<file path="config.mk">
export PLATFORM = sky130hd
export DESIGN_NAME = bit_scanner_flat
export DESIGN_NICKNAME = d
export VERILOG_FILES = /design/src/rtl/bit_scanner_if.sv /design/src/rtl/bit_scanner.sv /design/src/flat_wrapper.sv
export SDC_FILE = /design/constraint.sdc
export NUM_CORES = 1
export LEC_CHECK = 0
export BUFFER_PORTS_ARGS = -buffer_cell sky130_fd_sc_hd__buf_4
export CAP_MARGIN = 15
export CORE_MARGIN = 5
export CORE_UTILIZATION = 50
export DETAILED_ROUTE_END_ITERATION = 8
export PLACE_DENSITY = 0.79
export SYNTH_ARGS = -nofsm -noshare
export SYNTH_HDL_FRONTEND = slang
export SYNTH_SLANG_ARGS = --single-unit
</file>
<file path="constraint.sdc">
create_clock -name clk -period 4.7 [get_ports clk]
set_clock_uncertainty 0.1 [all_clocks]
set_input_delay 0.235 -clock clk [delete_from_list [all_inputs] [get_ports clk]]
set_output_delay 0.235 -clock clk [all_outputs]
set_load 0.005 [all_outputs]
</file>
<file path="src/rtl/bit_scanner_if.sv">
// Scan request/result bundle for bit_scanner.
// The requester owns start/mode/vec; the scanner owns busy/done and the results.
interface bit_scanner_if #(
    parameter int WIDTH = 32
);
    localparam int IDXW = $clog2(WIDTH);

    logic            start;
    logic            mode;
    logic [WIDTH-1:0] vec;
    logic            busy;
    logic            done;
    logic            found;
    logic [IDXW-1:0] index;
    logic [IDXW:0]   count;

    modport master (
        output start, mode, vec,
        input  busy, done, found, index, count
    );

    modport slave (
        input  start, mode, vec,
        output busy, done, found, index, count
    );
endinterface

</file>
<file path="src/rtl/bit_scanner.sv">
// Multi-cycle first-set-bit finder and population counter.
// Scans a latched vector CHUNK bits per cycle, lowest-first or highest-first.
module bit_scanner #(
    parameter int WIDTH = 32,
    parameter int CHUNK = 4
) (
    input logic       clk,
    input logic       reset,
    bit_scanner_if.slave bus
);
    localparam int NCH  = WIDTH / CHUNK;
    localparam int IDXW = $clog2(WIDTH);
    localparam int CW   = $clog2(CHUNK);
    localparam int PW   = (NCH > 1) ? $clog2(NCH) : 1;

    typedef enum logic [1:0] {
        IDLE = 2'd0,
        SCAN = 2'd1,
        DONE = 2'd2
    } state_t;

    state_t          state, state_nxt;
    logic [PW-1:0]   ptr, ptr_nxt;
    logic [WIDTH-1:0] vec_r, vec_nxt;
    logic            mode_r, mode_nxt;
    logic            found_r, found_nxt;
    logic [IDXW-1:0] index_r, index_nxt;
    logic [IDXW:0]   count_r, count_nxt;
    logic            busy_r, done_r;

    logic [PW-1:0]   csel;
    logic [IDXW-1:0] base;
    logic [CHUNK-1:0] chunk;
    logic            hit;
    logic [IDXW-1:0] pos;
    logic [IDXW:0]   pc;

    // Select the current chunk and find its priority bit and popcount.
    always_comb begin
        csel  = mode_r ? (PW'(NCH - 1) - ptr) : ptr;
        base  = IDXW'(csel) << CW;
        chunk = vec_r[base +: CHUNK];
        hit   = |chunk;
        pos   = '0;
        pc    = '0;
        if (mode_r) begin
            for (int i = 0; i < CHUNK; i++)
                if (chunk[i]) pos = IDXW'(i);
        end else begin
            for (int i = CHUNK - 1; i >= 0; i--)
                if (chunk[i]) pos = IDXW'(i);
        end
        for (int i = 0; i < CHUNK; i++)
            pc = pc + (IDXW + 1)'(chunk[i]);
    end

    // Next-state and next-result logic for the scan FSM.
    always_comb begin
        state_nxt = state;
        ptr_nxt   = ptr;
        vec_nxt   = vec_r;
        mode_nxt  = mode_r;
        found_nxt = found_r;
        index_nxt = index_r;
        count_nxt = count_r;
        unique case (state)
            IDLE, DONE: begin
                if (state == DONE)
                    state_nxt = IDLE;
                if (bus.start) begin
                    state_nxt = SCAN;
                    vec_nxt   = bus.vec;
                    mode_nxt  = bus.mode;
                    ptr_nxt   = '0;
                    found_nxt = 1'b0;
                    index_nxt = '0;
                    count_nxt = '0;
                end
            end
            SCAN: begin
                count_nxt = count_r + pc;
                if (!found_r && hit) begin
                    found_nxt = 1'b1;
                    index_nxt = base + pos;
                end
                if (ptr == PW'(NCH - 1)) begin
                    state_nxt = DONE;
                end else begin
                    ptr_nxt = ptr + PW'(1);
                end
            end
            default: state_nxt = IDLE;
        endcase
    end

    // State and result registers; busy/done are registered from the next state.
    always_ff @(posedge clk) begin
        if (reset) begin
            state   <= IDLE;
            ptr     <= '0;
            vec_r   <= '0;
            mode_r  <= 1'b0;
            found_r <= 1'b0;
            index_r <= '0;
            count_r <= '0;
            busy_r  <= 1'b0;
            done_r  <= 1'b0;
        end else begin
            state   <= state_nxt;
            ptr     <= ptr_nxt;
            vec_r   <= vec_nxt;
            mode_r  <= mode_nxt;
            found_r <= found_nxt;
            index_r <= index_nxt;
            count_r <= count_nxt;
            busy_r  <= (state_nxt == SCAN);
            done_r  <= (state_nxt == DONE);
        end
    end

    assign bus.busy  = busy_r;
    assign bus.done  = done_r;
    assign bus.found = found_r;
    assign bus.index = index_r;
    assign bus.count = count_r;
endmodule

</file>
<file path="src/flat_wrapper.sv">
// flat-port wrapper written by rule: the top's interface ports become plain ports
module bit_scanner_flat 
#(
    parameter int WIDTH = 32,
    parameter int CHUNK = 4
)
  (clk, reset, bus_start, bus_mode, bus_vec, bus_busy, bus_done, bus_found, bus_index, bus_count);
  bit_scanner_if #(.WIDTH(WIDTH)) bus_i ();
  input logic clk;
  input logic reset;
  input wire logic [$bits(bus_i.start)-1:0] bus_start;
  input wire logic [$bits(bus_i.mode)-1:0] bus_mode;
  input wire logic [$bits(bus_i.vec)-1:0] bus_vec;
  output wire logic [$bits(bus_i.busy)-1:0] bus_busy;
  output wire logic [$bits(bus_i.done)-1:0] bus_done;
  output wire logic [$bits(bus_i.found)-1:0] bus_found;
  output wire logic [$bits(bus_i.index)-1:0] bus_index;
  output wire logic [$bits(bus_i.count)-1:0] bus_count;
  assign bus_i.start = bus_start;
  assign bus_i.mode = bus_mode;
  assign bus_i.vec = bus_vec;
  assign bus_busy = bus_i.busy;
  assign bus_done = bus_i.done;
  assign bus_found = bus_i.found;
  assign bus_index = bus_i.index;
  assign bus_count = bus_i.count;
  bit_scanner #(.WIDTH(WIDTH), .CHUNK(CHUNK)) u_core (.clk(clk), .reset(reset), .bus(bus_i));
endmodule
</file>
==> impl_results.md, run 1 <==
- Outcome: finished clean
- Post-synthesis sequential area ratio: 0.369
- Setup violators final: 0
- Met3 wire len: 539 µm
- Post-synth EDFFs: 0
- Critical Path Max Stage Delay: 960 ps
- Async set-or-reset flop fraction in the synthesized netlist: 0
- Critical path required time: 4850 ps
- Internal power: 716 µW
- PD cells: 305 nW/µm²
- Hold slack: 68.9 ps
- Die height: 85.2 µm
- Met1 wire length: 2950 µm
- Max Slew Vio Count: 0
- Uppermost layer routed: met4
- Die area: 7250 µm²
- Met2 WL: 3080 µm
- Cell row count: 27
- H-tree levels: 2
- Worst path cell trace: nand2b_1 > o22ai_1 > o32ai_1 > a21oi_2 > inv_1 > ha_1 > fa_1 > ha_1 > fa_1 > a21oi_1 > o211ai_1 > o31a_1 > nor2_1
- Commonest non-fill, non-tap cell in the layout: nand2_1
- RSZ-0062 raised after global routing: no
- Routability congestion estimate from global placement: 0.847
- P&R area growth vs syn: 15.7%
- Netlist area before placement: 2820 µm²
- Final WL: 6750 µm
- Synth Area per Inst: 7.98 µm²
- Max-Cap Viols: 0
- Worst Setup Start Kind: flop
- Hold WC Path Type: in -> reg
- Max FO, Critical Path: 28
- Grt ovf: 0
- Worst-margin pin slew: 951 ps
- FILL cells: 509
- Slew margin rel.: 0.365
- Bufs and invs on worst path: 1
- Crit path from: u_core.ptr[2]
- Layout cells sized above 1: 0.197
- Post-synthesis net count: 400
- Total track usage: 0.193
- Sw frac: 0.282
- Die Width: 85.2 µm
- Post-CTS Repair Setup Buffers: 0
- # port buffers: 49
- Area of the multi-input gates: 1590 µm²
- CP max-delay cell: dfxtp_1
- Hold Buf Count CTS: 0
- I/O Pins: 50
- Post-synthesis cell count: 354
- Fmax: 243 MHz
- Commonest cells after routing, fill and taps aside: 73 x nand2_1, 53 x buf_4, 52 x dfxtp_1
- Routed vias/inst: 5.66
- VDD IR-drop max: 0.000167 V
- Sinks on the clock net: 52
- Final Hold Viols: 0
- Synth Register Bits: 52
- Worst r2r src: u_core.ptr[2]
- Synth warn: 0
- Final worst path period need: 4120 ps
- Final period util: 0.876
- Clk pwr share: 0.305
- Vias in the first global route: 2,505
- CP delay by family, top: adder cells
- Data arrival, critical path: 4270 ps
- Clk_lat worst skew: 300 ps
- Largest net degree at the start of global routing: 55
- CTS max path bufs: 2
- Antenna-violating nets left: 0
- P_sw: 281 µW
- Initial DRT Pass Iterations: 5
- Antenna Cells: 0
- Initial Utilization: 0.513
- CP endpoint kind: flop
- Drt initial violations: 289
- Setup_tns: 0 ps
- Combinational Power Share: 0.199
- Ys flop type: dfxtp_1
- Hpwl dp: 4890 µm
- Reg area: 1040 µm²
- Flop pwr share: 0.496
- CTS tree: done
- Cts repair resizes: 0
- First-pass GRT wire length: 11,600 µm
- Routed vias: 2,617
- CTS buffer count: 5
- Leakage: 0.00133 µW
- Yosys cell types: 62
- Core area: 5510 µm²
- HP Start: bus_vec[23]
- Post-route DRC: 0
- WL/cell: 14.6 µm
- Clock slew at reported path FFs: 90 ps
- Nets: 435
- Clk Tree Root Cell: clkbuf_8
- Antenna violations before repair: 0
- Type of the worst setup path: reg -> reg
## tightest hold or removal path: stages
cell	delay [ps]
buf_4	110
nand2_1	50
a21oi_1	50
## per-layer routing
layer	global-route usage	vias up
met3	0.0563	23
met1	0.257	1192
li1	-	1309
met5	0	-
met2	0.296	93
met4	0.0734	0
## Yosys cell counts, types with 2 or more instances
master / n / area [µm²]
nand2_1: 73 / 274
dfxtp_1: 52 / 1040
a21oi_1: 47 / 235
nor2_1: 29 / 109
clkbuf_1: 13 / 48.8
ha_1: 8 / 100
inv_1: 8 / 30.0
nand2b_1: 8 / 50.1
o22ai_1: 8 / 50.1
o221ai_1: 7 / 61.3
buf_6: 6 / 67.6
o21ai_0: 6 / 30.0
a22oi_1: 5 / 37.5
nand3_1: 5 / 25.0
nor2b_1: 5 / 31.3
o211ai_1: 5 / 37.5
nor3b_1: 4 / 30.0
a21oi_2: 3 / 26.3
buf_2: 3 / 15.0
nor3_1: 3 / 15.0
o21a_1: 3 / 22.5
xor2_1: 3 / 26.3
a211oi_2: 2 / 25.0
buf_1: 2 / 7.51
fa_1: 2 / 40.0
nand3b_1: 2 / 15.0
o22ai_2: 2 / 25.0
o2bb2ai_1: 2 / 17.5
o32a_1: 2 / 20.0
or2_2: 2 / 12.5
or2b_1: 2 / 15.0
or3_1: 2 / 12.5
## power groups by stage
stage,Combinational [µW],Sequential (µW),Clock [µW]
after floorplan,144,492,0
after global placement,195,502,0
after detailed placement,199,504,0
after CTS,200,494,312
after global routing,223,499,330
final,199,494,304
## final timing paths
check / endpoint / slack (ps) / depth (start not counted)
worst max-delay path: u_core.bus.count[4] / 580 / 13
worst min-delay path: u_core.vec_r[23] / 70 / 3
worst max register to register: u_core.bus.count[4] / 580 / 13
worst min register to register: u_core.vec_r[6] / 360 / 2
## stage by stage
step           std cells  setup slack (ps)  instance area, µm²   util  total power, µW
2_1_floorplan        354              1340                2820      -              636
3_3_place_gp         454               803                3160  0.573              697
3_5_place_dp         454               660                3160  0.573              703
4_1_cts              462               635                3270  0.593             1010
5_1_grt              462               193                3270  0.593             1050
6_report             462               583                3270  0.593              997
## layout make-up
cell class              instances  area share
repair buffers                 53       0.122
clock inverters                 3      0.0130
flip-flops and latches         52       0.319
inverters                      10      0.0119
well taps                      72      0.0276
clock buffers                   5      0.0211
multi-input cells             267       0.486
## registers in the layout, summed over array words and instances (netlist names)
| name | cells |
|---|---|
| u_core.bus.busy | 1 |
| u_core.bus.done | 1 |
| u_core.mode_r | 1 |
| u_core.state | 2 |
| u_core.bus.found | 1 |
| u_core.bus.index | 5 |
| u_core.ptr | 3 |
| u_core.vec_r | 32 |
| u_core.bus.count | 6 |
## cell families (layout without fill, tap and decap cells)
family	count (synthesis)	count (layout)	synth area share
compound gates	107	107	0.255
buf+inv	35	71	0.0700
fa+ha+maj	10	10	0.0496
xor+xnor	5	5	0.0182
mux	1	1	0.00354
flops	52	52	0.369
simple gates	144	144	0.235
Note: power is estimated with default switching activity, not from simulation.
==> run 2, diff against run 1 <==
--- a/config.mk
+++ b/config.mk
@@ -8,9 +8,10 @@
 export BUFFER_PORTS_ARGS = -buffer_cell sky130_fd_sc_hd__buf_4
 export CAP_MARGIN = 15
 export CORE_MARGIN = 5
-export CORE_UTILIZATION = 50
+export CORE_UTILIZATION = 56
+export CTS_CLUSTER_SIZE = 14
 export DETAILED_ROUTE_END_ITERATION = 8
-export PLACE_DENSITY = 0.79
+export PLACE_DENSITY = 0.86
 export SYNTH_ARGS = -nofsm -noshare
 export SYNTH_HDL_FRONTEND = slang
 export SYNTH_SLANG_ARGS = --single-unit
==> run 2 against run 1 <==
Net effect:
- utilization increased by 8.2 points
- non-clock buffer count increased by 1
- final cell count decreased by 1.1%
- fmax increased by 2.2%
- sequential power about the same
- global-route usage increased by 2.6 points
- routed wire length decreased by 1.0%
- die area decreased by 9.5%
- critical path type unchanged
- largest cell class unchanged
- largest power group unchanged
==> impl_results.md, run 2 (synthesis gave the netlist of run 1 again) <==
- Outcome: finished clean (unchanged)
- CP endpoint kind: flop (unchanged)
- Setup_tns: 0 ps (unchanged)
- Routed vias: 2,656 (was 2,617)
- Antenna violations before repair: 0 (unchanged)
- CTS tree: done (unchanged)
- Hold WC Path Type: in -> reg (unchanged)
- Flop pwr share: 0.515 (was 0.496)
- Fmax: 248 MHz (was 243 MHz)
- Final worst path period need: 4030 ps (was 4120 ps)
- Layout cells sized above 1: 0.197 (unchanged)
- Drt initial violations: 321 (was 289)
- WL/cell: 14.6 µm (about the same)
- Worst path cell trace: nand2b_1 > o221ai_1 > a222oi_1 > a21oi_2 > inv_1 > ha_1 > fa_1 > ha_1 > fa_1 > a21oi_1 > o211ai_1 > o31a_1 > nor2_1 (was nand2b_1 > o22ai_1 > o32ai_1 > a21oi_2 > inv_1 > ha_1 > fa_1 > ha_1 > fa_1 > a21oi_1 > o211ai_1 > o31a_1 > nor2_1)
- VDD IR-drop max: 0.000238 V (was 0.000167 V)
- Initial Utilization: 0.586 (was 0.513)
- Final core utilization: 0.675 (was 0.593)
- Largest Register: u_core.vec_r (unchanged)
- Critical path required time: 4840 ps (was 4850 ps)
- RR Endpoint: u_core.bus.count[4] (unchanged)
- HP Start: bus_vec[29] (was bus_vec[23])
- Max Slew Vio Count: 0 (unchanged)
- P&R area growth vs syn: 15.2% (was 15.7%)
- Worst-margin pin slew: 795 ps (was 951 ps)
- Worst r2r src: u_core.ptr[1] (was u_core.ptr[2])
- Largest net degree at the start of global routing: 55 (unchanged)
- Sw frac: 0.281 (was 0.282)
- Nets: 436 (was 435)
- Grt ovf: 0 (unchanged)
- Antenna Cells: 0 (unchanged)
- Cts repair resizes: 0 (unchanged)
- Cell row count: 25 (was 27)
- Clk Tree Root Cell: clkbuf_8 (unchanged)
- Worst Setup Start Kind: flop (unchanged)
- Routed vias/inst: 5.81 (was 5.66)
- Hold Buf Count CTS: 0 (unchanged)
- Final WL: 6680 µm (was 6750 µm)
- CTS buffer count: 5 (unchanged)
- Antenna-violating nets left: 0 (unchanged)
- Combinational Power Share: 0.208 (was 0.199)
- Max reg flops: 32 (unchanged)
- Reg2Reg Depth: 13 (unchanged)
- Commonest cells after routing, fill and taps aside: 73 x nand2_1, 54 x buf_4, 52 x dfxtp_1 (was 73 x nand2_1, 53 x buf_4, 52 x dfxtp_1)
- Vias in the first global route: 2,420 (was 2,505)
- Die Width: 81.0 µm (was 85.2 µm)
- Setup violators final: 0 (unchanged)
- Total track usage: 0.219 (was 0.193)
- CTS max path bufs: 2 (unchanged)
- CP max-delay cell: dfxtp_1 (unchanged)
- Critical Path Max Stage Delay: 850 ps (was 960 ps)
- Core area: 4820 µm² (was 5510 µm²)
- First-pass GRT wire length: 11,300 µm (was 11,600 µm)
- Hpwl dp: 4950 µm (was 4890 µm)
- H-tree levels: 2 (unchanged)
- Routability congestion estimate from global placement: 0.952 (was 0.847)
- Worst slack, placed: 731 ps (was 660 ps)
- Commonest non-fill, non-tap cell in the layout: nand2_1 (unchanged)
- DP Cell Count: 450 (was 454)
- Slew margin rel.: 0.469 (was 0.365)
- Post-CTS Repair Setup Buffers: 0 (unchanged)
- R2R setup slack: 670 ps (was 580 ps)
- Max-Cap Viols: 0 (unchanged)
- Final Hold Viols: 0 (unchanged)
- Clk_lat worst skew: 290 ps (was 300 ps)
- Die height: 81.0 µm (was 85.2 µm)
- Hold endpoint: u_core.vec_r[29] (was u_core.vec_r[23])
- Max FO, Critical Path: 23 (was 28)
- Post-route setup slack: 671 ps (was 583 ps)
- Clk pwr share: 0.277 (was 0.305)
- P_sw: 270 µW (was 281 µW)
- RSZ-0062 raised after global routing: no (unchanged)
- Sinks on the clock net: 52 (unchanged)
- Hold Path Cell Cnt: 3 (unchanged)
- Leakage: 0.00133 µW (about the same)
- # port buffers: 49 (unchanged)
- Post-route DRC: 0 (unchanged)
- I/O Pins: 50 (unchanged)
- Clock slew at reported path FFs: 90 ps (about the same)
- Final period util: 0.857 (was 0.876)
- Data arrival, critical path: 4170 ps (was 4270 ps)
- Initial DRT Pass Iterations: 6 (was 5)
- Die area: 6560 µm² (was 7250 µm²)
- PD cells: 295 nW/µm² (was 305 nW/µm²)
- Cell Count, Final, Fillers Out: 457 (was 462)
- Internal power: 689 µW (was 716 µW)
- Type of the worst setup path: reg -> reg (unchanged)
run 2: cell count changes in the layout (fill, tap and decap cells not counted), sizes merged:
cell,change
bufinv,-1
clkinvlp,-1
buf,+1
clkbuf,+2
clkinv,-1
run 2: final cells by class:
type                    instances  area (µm²)
repair buffers                 54         405
clock buffers                   7        96.3
inverters                      10        38.8
well taps                      67        83.8
fillers                       443        1560
flip-flops and latches         52        1040
multi-input cells             267        1590
run 2: worst max-delay path: cells and delay by family, from the launching register on:
kind / cells / cell delay (ps)
and+or+nand+nor: 2 / 440
AOI/OAI and AO/OA: 6 / 1150
buffers and inverters: 1 / 90
DFF: 1 / 850
adders and majority gates: 4 / 1340
run 2: per-layer routing:
layer  vias to the layer above  wire, µm  GRT usage
li1                       1310         -          -
met1                      1238      3030      0.301
met2                       104      3140      0.357
met3                         4       471     0.0366
met4                         0        40     0.0557
met5                         -         0          0
run 2: worst max-delay path by stage:
stage | start | end | slack [ps] | cells past startpoint
6_report | u_core.ptr[1] | u_core.bus.count[4] | 670 | 13
5_1_grt | u_core.ptr[1] | u_core.bus.count[4] | 440 | 13
4_1_cts | u_core.ptr[1] | u_core.bus.count[4] | 720 | 13
3_5_place_dp | u_core.ptr[1] | u_core.bus.count[4] | 730 | 13
3_3_place_gp | u_core.ptr[1] | u_core.bus.count[4] | 880 | 13
2_1_floorplan | u_core.ptr[1] | u_core.bus.count[4] | 1340 | 15
run 2: metrics by stage:
stage / power (µW) / hold WS, ps / area (µm²)
floorplan: 636 / 271 / 2820
global placement: 695 / 340 / 3160
detailed placement: 703 / 352 / 3160
CTS: 965 / 70.2 / 3250
global route: 1020 / 72.8 / 3250
finish: 959 / 78.2 / 3250
run 2: power groups by stage:
stage          Clock [µW]  Combinational, µW  Sequential, µW
4_1_cts               271                200             493
3_5_place_dp            0                200             503
2_1_floorplan           0                144             492
3_3_place_gp            0                193             502
6_report              265                200             494
5_1_grt               293                225             498
